<file path="config.mk">
export PLATFORM = sky130hd
export DESIGN_NAME = seq_compare_unit_flat
export DESIGN_NICKNAME = d
export VERILOG_FILES = /design/src/rtl/seq_compare_unit_if.sv /design/src/rtl/seq_compare_unit.sv /design/src/flat_wrapper.sv
export SDC_FILE = /design/constraint.sdc
export NUM_CORES = 1
export LEC_CHECK = 0
export BUFFER_PORTS_ARGS = -buffer_cell sky130_fd_sc_hd__buf_2
export CAP_MARGIN = 15
export CORE_MARGIN = 2
export CORE_UTILIZATION = 45
export CTS_BUF_LIST = sky130_fd_sc_hd__clkbuf_8
export CTS_CLUSTER_DIAMETER = 60
export DETAILED_ROUTE_END_ITERATION = 8
export PLACE_DENSITY = 0.68
export SYNTH_ARGS = -nofsm -noshare
export SYNTH_HDL_FRONTEND = slang
export SYNTH_SLANG_ARGS = --single-unit
</file>
<file path="constraint.sdc">
create_clock -name clk -period 4.2 [get_ports clk]
set_input_delay 0.63 -clock clk [delete_from_list [all_inputs] [get_ports clk]]
set_output_delay 0.63 -clock clk [all_outputs]
set_load 0.01 [all_outputs]
</file>
<file path="src/rtl/seq_compare_unit_if.sv">
// seq_compare_unit_if
//   Bundles the request and response handshakes of seq_compare_unit.
//   master: the requester. It drives in_valid, a, b, cmp_op and out_ready,
//           and observes in_ready, out_valid, result, eq_flag and lt_flag.
//   slave : the compare unit, with the opposite directions.
//   Parameter WIDTH sets the operand and result width.
interface seq_compare_unit_if #(
  parameter int WIDTH = 32
);
  logic             in_valid;
  logic             in_ready;
  logic [WIDTH-1:0] a;
  logic [WIDTH-1:0] b;
  logic [2:0]       cmp_op;
  logic             out_valid;
  logic             out_ready;
  logic [WIDTH-1:0] result;
  logic             eq_flag;
  logic             lt_flag;

  modport master (
    output in_valid, a, b, cmp_op, out_ready,
    input  in_ready, out_valid, result, eq_flag, lt_flag
  );

  modport slave (
    input  in_valid, a, b, cmp_op, out_ready,
    output in_ready, out_valid, result, eq_flag, lt_flag
  );
endinterface

</file>
<file path="src/rtl/seq_compare_unit.sv">
// seq_compare_unit
//   Multi-cycle comparator that sits beside the ALU. It compares two WIDTH-bit
//   operands CHUNK bits per cycle, starting at the most significant chunk.
//   Eight compare ops are supported:
//     0 EQ, 1 NE, 2 LT, 3 LTU, 4 LE, 5 LEU, 6 GT, 7 GTU
//   LT, LE and GT are signed. The result is a zero-extended 0/1 word.
// Ports
//   clk : rising-edge clock
//   rst : asynchronous, active-high reset
//   bus : seq_compare_unit_if.slave
//         request  : in_valid / in_ready, a, b, cmp_op
//         response : out_valid / out_ready, result, eq_flag, lt_flag
// Parameters
//   WIDTH : operand width; must be a multiple of CHUNK
//   CHUNK : bits examined per scan cycle
// Build option
//   CMP_EARLY_EXIT_EN : when defined, the scan finishes on the edge where the
//                       first unequal chunk is found. Results are identical.
module seq_compare_unit #(
  parameter int WIDTH = 32,
  parameter int CHUNK = 8
) (
  input logic                clk,
  input logic                rst,
  seq_compare_unit_if.slave  bus
);

  localparam int NCHUNK = WIDTH / CHUNK;
  localparam int IDX_W  = (NCHUNK > 1) ? $clog2(NCHUNK) : 1;
  localparam logic [IDX_W-1:0] IDX_TOP  = IDX_W'(NCHUNK - 1);
  localparam logic [WIDTH-1:0] MSB_MASK = WIDTH'(1) << (WIDTH - 1);

  typedef enum logic [1:0] {IDLE, SCAN, DONE} state_t;
  typedef enum logic [1:0] {EQUAL, LESS, GREATER} cmp_t;

  state_t           state_q, state_d;
  cmp_t             cmp_q, cmp_d;
  logic [WIDTH-1:0] a_q, a_d;
  logic [WIDTH-1:0] b_q, b_d;
  logic [2:0]       op_q, op_d;
  logic [IDX_W-1:0] idx_q, idx_d;
  logic [WIDTH-1:0] result_q, result_d;
  logic             eq_q, eq_d;
  logic             lt_q, lt_d;

  logic [CHUNK-1:0] a_chunk;
  logic [CHUNK-1:0] b_chunk;
  cmp_t             cmp_scan;
  logic             scan_done;
  logic             pred;

  // Signed ops are turned into unsigned ones by flipping the sign bit of both
  // operands, which maps the two's complement order onto the unsigned order.
  function automatic logic is_signed_op(input logic [2:0] op);
    return (op == 3'd2) || (op == 3'd4) || (op == 3'd6);
  endfunction

  function automatic logic predicate(input logic [2:0] op, input logic eq, input logic lt);
    case (op)
      3'd0:       return eq;
      3'd1:       return !eq;
      3'd2, 3'd3: return lt;
      3'd4, 3'd5: return lt | eq;
      default:    return !lt & !eq;
    endcase
  endfunction

  // Chunk currently under inspection, selected by the scan index.
  always_comb begin
    a_chunk = CHUNK'(a_q >> (int'(idx_q) * CHUNK));
    b_chunk = CHUNK'(b_q >> (int'(idx_q) * CHUNK));
  end

  // Next-state and datapath logic for the IDLE -> SCAN -> DONE sequence.
  always_comb begin
    state_d   = state_q;
    cmp_d     = cmp_q;
    a_d       = a_q;
    b_d       = b_q;
    op_d      = op_q;
    idx_d     = idx_q;
    result_d  = result_q;
    eq_d      = eq_q;
    lt_d      = lt_q;
    cmp_scan  = cmp_q;
    scan_done = 1'b0;
    pred      = 1'b0;

    case (state_q)
      IDLE: begin
        if (bus.in_valid) begin
          a_d     = is_signed_op(bus.cmp_op) ? (bus.a ^ MSB_MASK) : bus.a;
          b_d     = is_signed_op(bus.cmp_op) ? (bus.b ^ MSB_MASK) : bus.b;
          op_d    = bus.cmp_op;
          idx_d   = IDX_TOP;
          cmp_d   = EQUAL;
          state_d = SCAN;
        end
      end

      SCAN: begin
        // The first unequal chunk decides the order; later chunks cannot
        // override it.
        if ((cmp_q == EQUAL) && (a_chunk != b_chunk)) begin
          cmp_scan = (a_chunk < b_chunk) ? LESS : GREATER;
        end
        cmp_d     = cmp_scan;
        scan_done = (idx_q == '0);
`ifdef CMP_EARLY_EXIT_EN
        if (cmp_scan != EQUAL) begin
          scan_done = 1'b1;
        end
`else
`endif
        if (scan_done) begin
          eq_d     = (cmp_scan == EQUAL);
          lt_d     = (cmp_scan == LESS);
          pred     = predicate(op_q, cmp_scan == EQUAL, cmp_scan == LESS);
          result_d = WIDTH'(pred);
          state_d  = DONE;
        end else begin
          idx_d = idx_q - 1'b1;
        end
      end

      DONE: begin
        if (bus.out_ready) begin
          state_d = IDLE;
        end
      end

      default: state_d = IDLE;
    endcase
  end

  // State and datapath registers; reset discards any in-flight compare.
  always_ff @(posedge clk or posedge rst) begin
    if (rst) begin
      state_q  <= IDLE;
      cmp_q    <= EQUAL;
      a_q      <= '0;
      b_q      <= '0;
      op_q     <= '0;
      idx_q    <= IDX_TOP;
      result_q <= '0;
      eq_q     <= 1'b0;
      lt_q     <= 1'b0;
    end else begin
      state_q  <= state_d;
      cmp_q    <= cmp_d;
      a_q      <= a_d;
      b_q      <= b_d;
      op_q     <= op_d;
      idx_q    <= idx_d;
      result_q <= result_d;
      eq_q     <= eq_d;
      lt_q     <= lt_d;
    end
  end

  assign bus.in_ready  = (state_q == IDLE);
  assign bus.out_valid = (state_q == DONE);
  assign bus.result    = result_q;
  assign bus.eq_flag   = eq_q;
  assign bus.lt_flag   = lt_q;

endmodule

</file>
<file path="src/flat_wrapper.sv">
// flat-port wrapper written by rule: the top's interface ports become plain ports
module seq_compare_unit_flat 
#(
  parameter int WIDTH = 32,
  parameter int CHUNK = 8
)
  (clk, rst, bus_in_valid, bus_a, bus_b, bus_cmp_op, bus_out_ready, bus_in_ready, bus_out_valid, bus_result, bus_eq_flag, bus_lt_flag);
  seq_compare_unit_if #(.WIDTH(WIDTH)) bus_i ();
  input logic clk;
  input logic rst;
  input wire logic [$bits(bus_i.in_valid)-1:0] bus_in_valid;
  input wire logic [$bits(bus_i.a)-1:0] bus_a;
  input wire logic [$bits(bus_i.b)-1:0] bus_b;
  input wire logic [$bits(bus_i.cmp_op)-1:0] bus_cmp_op;
  input wire logic [$bits(bus_i.out_ready)-1:0] bus_out_ready;
  output wire logic [$bits(bus_i.in_ready)-1:0] bus_in_ready;
  output wire logic [$bits(bus_i.out_valid)-1:0] bus_out_valid;
  output wire logic [$bits(bus_i.result)-1:0] bus_result;
  output wire logic [$bits(bus_i.eq_flag)-1:0] bus_eq_flag;
  output wire logic [$bits(bus_i.lt_flag)-1:0] bus_lt_flag;
  assign bus_i.in_valid = bus_in_valid;
  assign bus_i.a = bus_a;
  assign bus_i.b = bus_b;
  assign bus_i.cmp_op = bus_cmp_op;
  assign bus_i.out_ready = bus_out_ready;
  assign bus_in_ready = bus_i.in_ready;
  assign bus_out_valid = bus_i.out_valid;
  assign bus_result = bus_i.result;
  assign bus_eq_flag = bus_i.eq_flag;
  assign bus_lt_flag = bus_i.lt_flag;
  seq_compare_unit #(.WIDTH(WIDTH), .CHUNK(CHUNK)) u_core (.clk(clk), .rst(rst), .bus(bus_i));
endmodule
</file>
==> flow_summary.yaml <==
cts:
  tritoncts: "done"
  clk_pin_slew_ns: 0.07
  clock-sinks: 76
  clk_latency_ns: 0.35
  cts-resized-gates: 0
  post_cts_buffers: 0
  cts_hold_buf: 0
  cts_buffers: 9
  root_buffer: "clkbuf_8"
  cts_buffer_depth: 2
  h-tree-depth: 3
routing:
  wl_per_cell_um: 13.1
  drt_pass1_iterations: 4
  drt_iter0_drc: 128
  wl_mm: 7.79
  vias: 2814
  viasPerCell: 4.74
  antenna_left: 0
  drc: 0
worst_setup_path:
  r2r_cells: 8
  worstSetupPathDepth: 8
  cp_num_buf_inv: 0
  worstSetupStartpointType: "flop"
  critPathKind: "reg2reg"
  cp.arrival_ns: 3.29
  path_cells: "mux4_2, ha_1, nand4_2, nor4_4, xor2_1, a221o_1, a31oi_1, o22ai_1"
  r2r_slack_ns: 1.15
  cp_top_family: "flip-flops"
  critPathRequiredTime_ns: 4.44
  cp_slowest_cell: "dfstp_2"
  end_kind: "flop"
  max_stage_delay_ns: 0.94
  path_max_fanout: 19
logic_synthesis:
  ys_seq_area_frac: 0.497
  synthArstFlopShare: 1.00
  synth_area_leaders: "dfrtp_1 (48%), nand2_1 (20%), mux4_2 (9.4%)"
  yosysTopAreaCell: "dfrtp_1"
  synthCells: 416
  synth_cell_type_count: 35
  ys_warn_count: 0
  syn-cell-area_um2: 3830
  avgSynthCellArea_um2: 9.22
  synth-edff-count: 0
  yosysTopAreaCellShare: 0.483
  ys.flop_type: "dfrtp_1"
  synth_seq_cells: 76
run_status:
  status: "completed"
final_layout:
  multi_input_area_um2: 1690
  syn_to_final_growth_pct: 13.4
  fill_cells: 782
  layoutNonFillerInstCount: 594
  nets: 565
  drive_above_1_share: 0.241
  regArea_um2: 1900
  fin_area_um2: 4350
  diodes: 0
placement:
  dp_hpwl_mm: 5.71
  port_buffers: 75
  post-place-ws_ns: 1.12
  dp.cells: 579
  gp_congestion: 0.807
  placed_area_um2: 4160
floorplanning:
  die-area_um2: 9280
  start_util: 0.464
  core_um2: 8260
  rows: 33
  io_pins: 107
  die_w_um: 96.3
  die_y_um: 96.3
sta:
  tightestPinTransition_ns: 1.09
  maxSlewHeadroom: 0.273
  setup_viol: 0
  layout_min_cycle_time_ns: 3.05
  finalMaxSlewViolations: 0
  hold_violations: 0
  fin_setup_tns_ns: 0
  rsz0062_at_grt: "no"
  fin_skew_ns: 0.00733
  fmax_mhz: 328
  fin_ws_ns: 1.15
  fin_crit_sh: 0.727
worst_hold_path:
  min_path_type: "in2async"
global_routing:
  antenna_found_initial: 0
  grt_max_degree: 67
  overflow: 0
  grt_pass1_vias: 2791
  grt_use_total: 0.183
  grt_pass1_wl_mm: 12.7
run:
  drv_cap: 0
pwr:
  leakage_nw: 2.37
  ir_drop_uv: 334
  p_total_mw: 3.21
  power-per-cell-area_nw_per_um2: 738
==> metrics by stage <==
step	hold slack, ns	utilization
3_3_place_gp	0.454	0.504
3_5_place_dp	0.462	0.504
6_report	0.408	0.527
5_1_grt	0.467	0.527
2_1_floorplan	0.440	-
4_1_cts	0.432	0.527
==> power by group <==
group | total [mW] | internal (mW) | leakage [nW] | switching (mW)
Clock | 0.521 | 0.273 | 0.103 | 0.248
Sequential | 1.37 | 1.08 | 0.943 | 0.293
Combinational | 1.32 | 0.630 | 1.33 | 0.686
==> per-layer routing <==
layer,vias to the layer above,routed length [µm],GRT usage
met5,-,0,0
met4,0,185,0.0833
met3,15,342,0.0329
met2,77,3810,0.304
met1,1315,3450,0.233
li1,1407,-,-
==> final cells by class <==
type	instances	area share
Clock buffer	13	0.0412
Clock inverter	2	0.00201
Inverter	13	0.0112
Multi-Input combinational cell	308	0.388
Sequential cell	76	0.438
Tap cell	105	0.0302
Timing Repair Buffer	77	0.0898
==> worst reg2reg max path, cell delays in order, from the launching register on <==
cell and delay [ns]:
dfstp_2 0.94, mux4_2 0.59, ha_1 0.34, nand4_2 0.17
nor4_4 0.27, xor2_1 0.10, a221o_1 0.30, a31oi_1 0.14
o22ai_1 0.09
==> cells by family after synthesis <==
group | Yosys count | share of synthesized area
AO/OA/AOI/OAI | 22 | 0.0359
XOR/XNOR | 4 | 0.00914
adder cells (fa/ha/maj) | 9 | 0.0294
buffers and inverters | 62 | 0.0943
flip-flops | 76 | 0.497
multiplexers | 18 | 0.0998
other | 1 | 0.000978
AND/OR/NAND/NOR | 224 | 0.234
==> sequential cells by signal, summed over array words and instances (netlist names) <==
register,count
u_core.a_q,32
u_core.b_q,32
u_core.op_q,3
u_core.cmp_q,2
u_core.idx_q,2
u_core.state_q,2
u_core.bus.eq_flag,1
u_core.bus.lt_flag,1
u_core.bus.result,1
==> worst paths after layout <==
| check | start | endpoint |
|---|---|---|
| max reg2reg | u_core.idx_q[0]$_DFFE_PP1P_ | u_core.bus.result[0]$_DFFE_PP0P_ |
| min in group clk | bus_b[24] | u_core.b_q[24]$_DFFE_PP0P_ |
| max | u_core.idx_q[0]$_DFFE_PP1P_ | u_core.bus.result[0]$_DFFE_PP0P_ |
| min | rst | u_core.a_q[4]$_DFFE_PP0P_ |
| max in group asynchronous | rst | u_core.idx_q[1]$_DFFE_PP1P_ |
| min reg2reg | u_core.b_q[1]$_DFFE_PP0P_ | u_core.b_q[1]$_DFFE_PP0P_ |
==> synthesized netlist by cell type (all sizes together) (2+ instances only) <==
library cell and n:
nand2 203, dfstp 2, buf 39, a21oi 6, a31oi 2, xor2 3
clkbuf 10, inv 13, ha 9, o21ai 7, dfrtp 74, nand2b 2
mux4 16, nor2 11, nand4 2, mux2 2
==> layout by cell type, fill, tap and decap left out, types with 5 or more instances in the layout <==
master / Yosys / routed
a21oi_1: 6 / 6
buf_2: 7 / 75
clkbuf_8: 0 / 13
conb_1: 1 / 31
dfrtp_1: 74 / 74
ha_1: 9 / 9
inv_1: 11 / 11
mux4_2: 16 / 16
nand2_1: 203 / 202
nor2_1: 11 / 11
o21ai_1: 5 / 5
(Power assumes the default switching activity.)
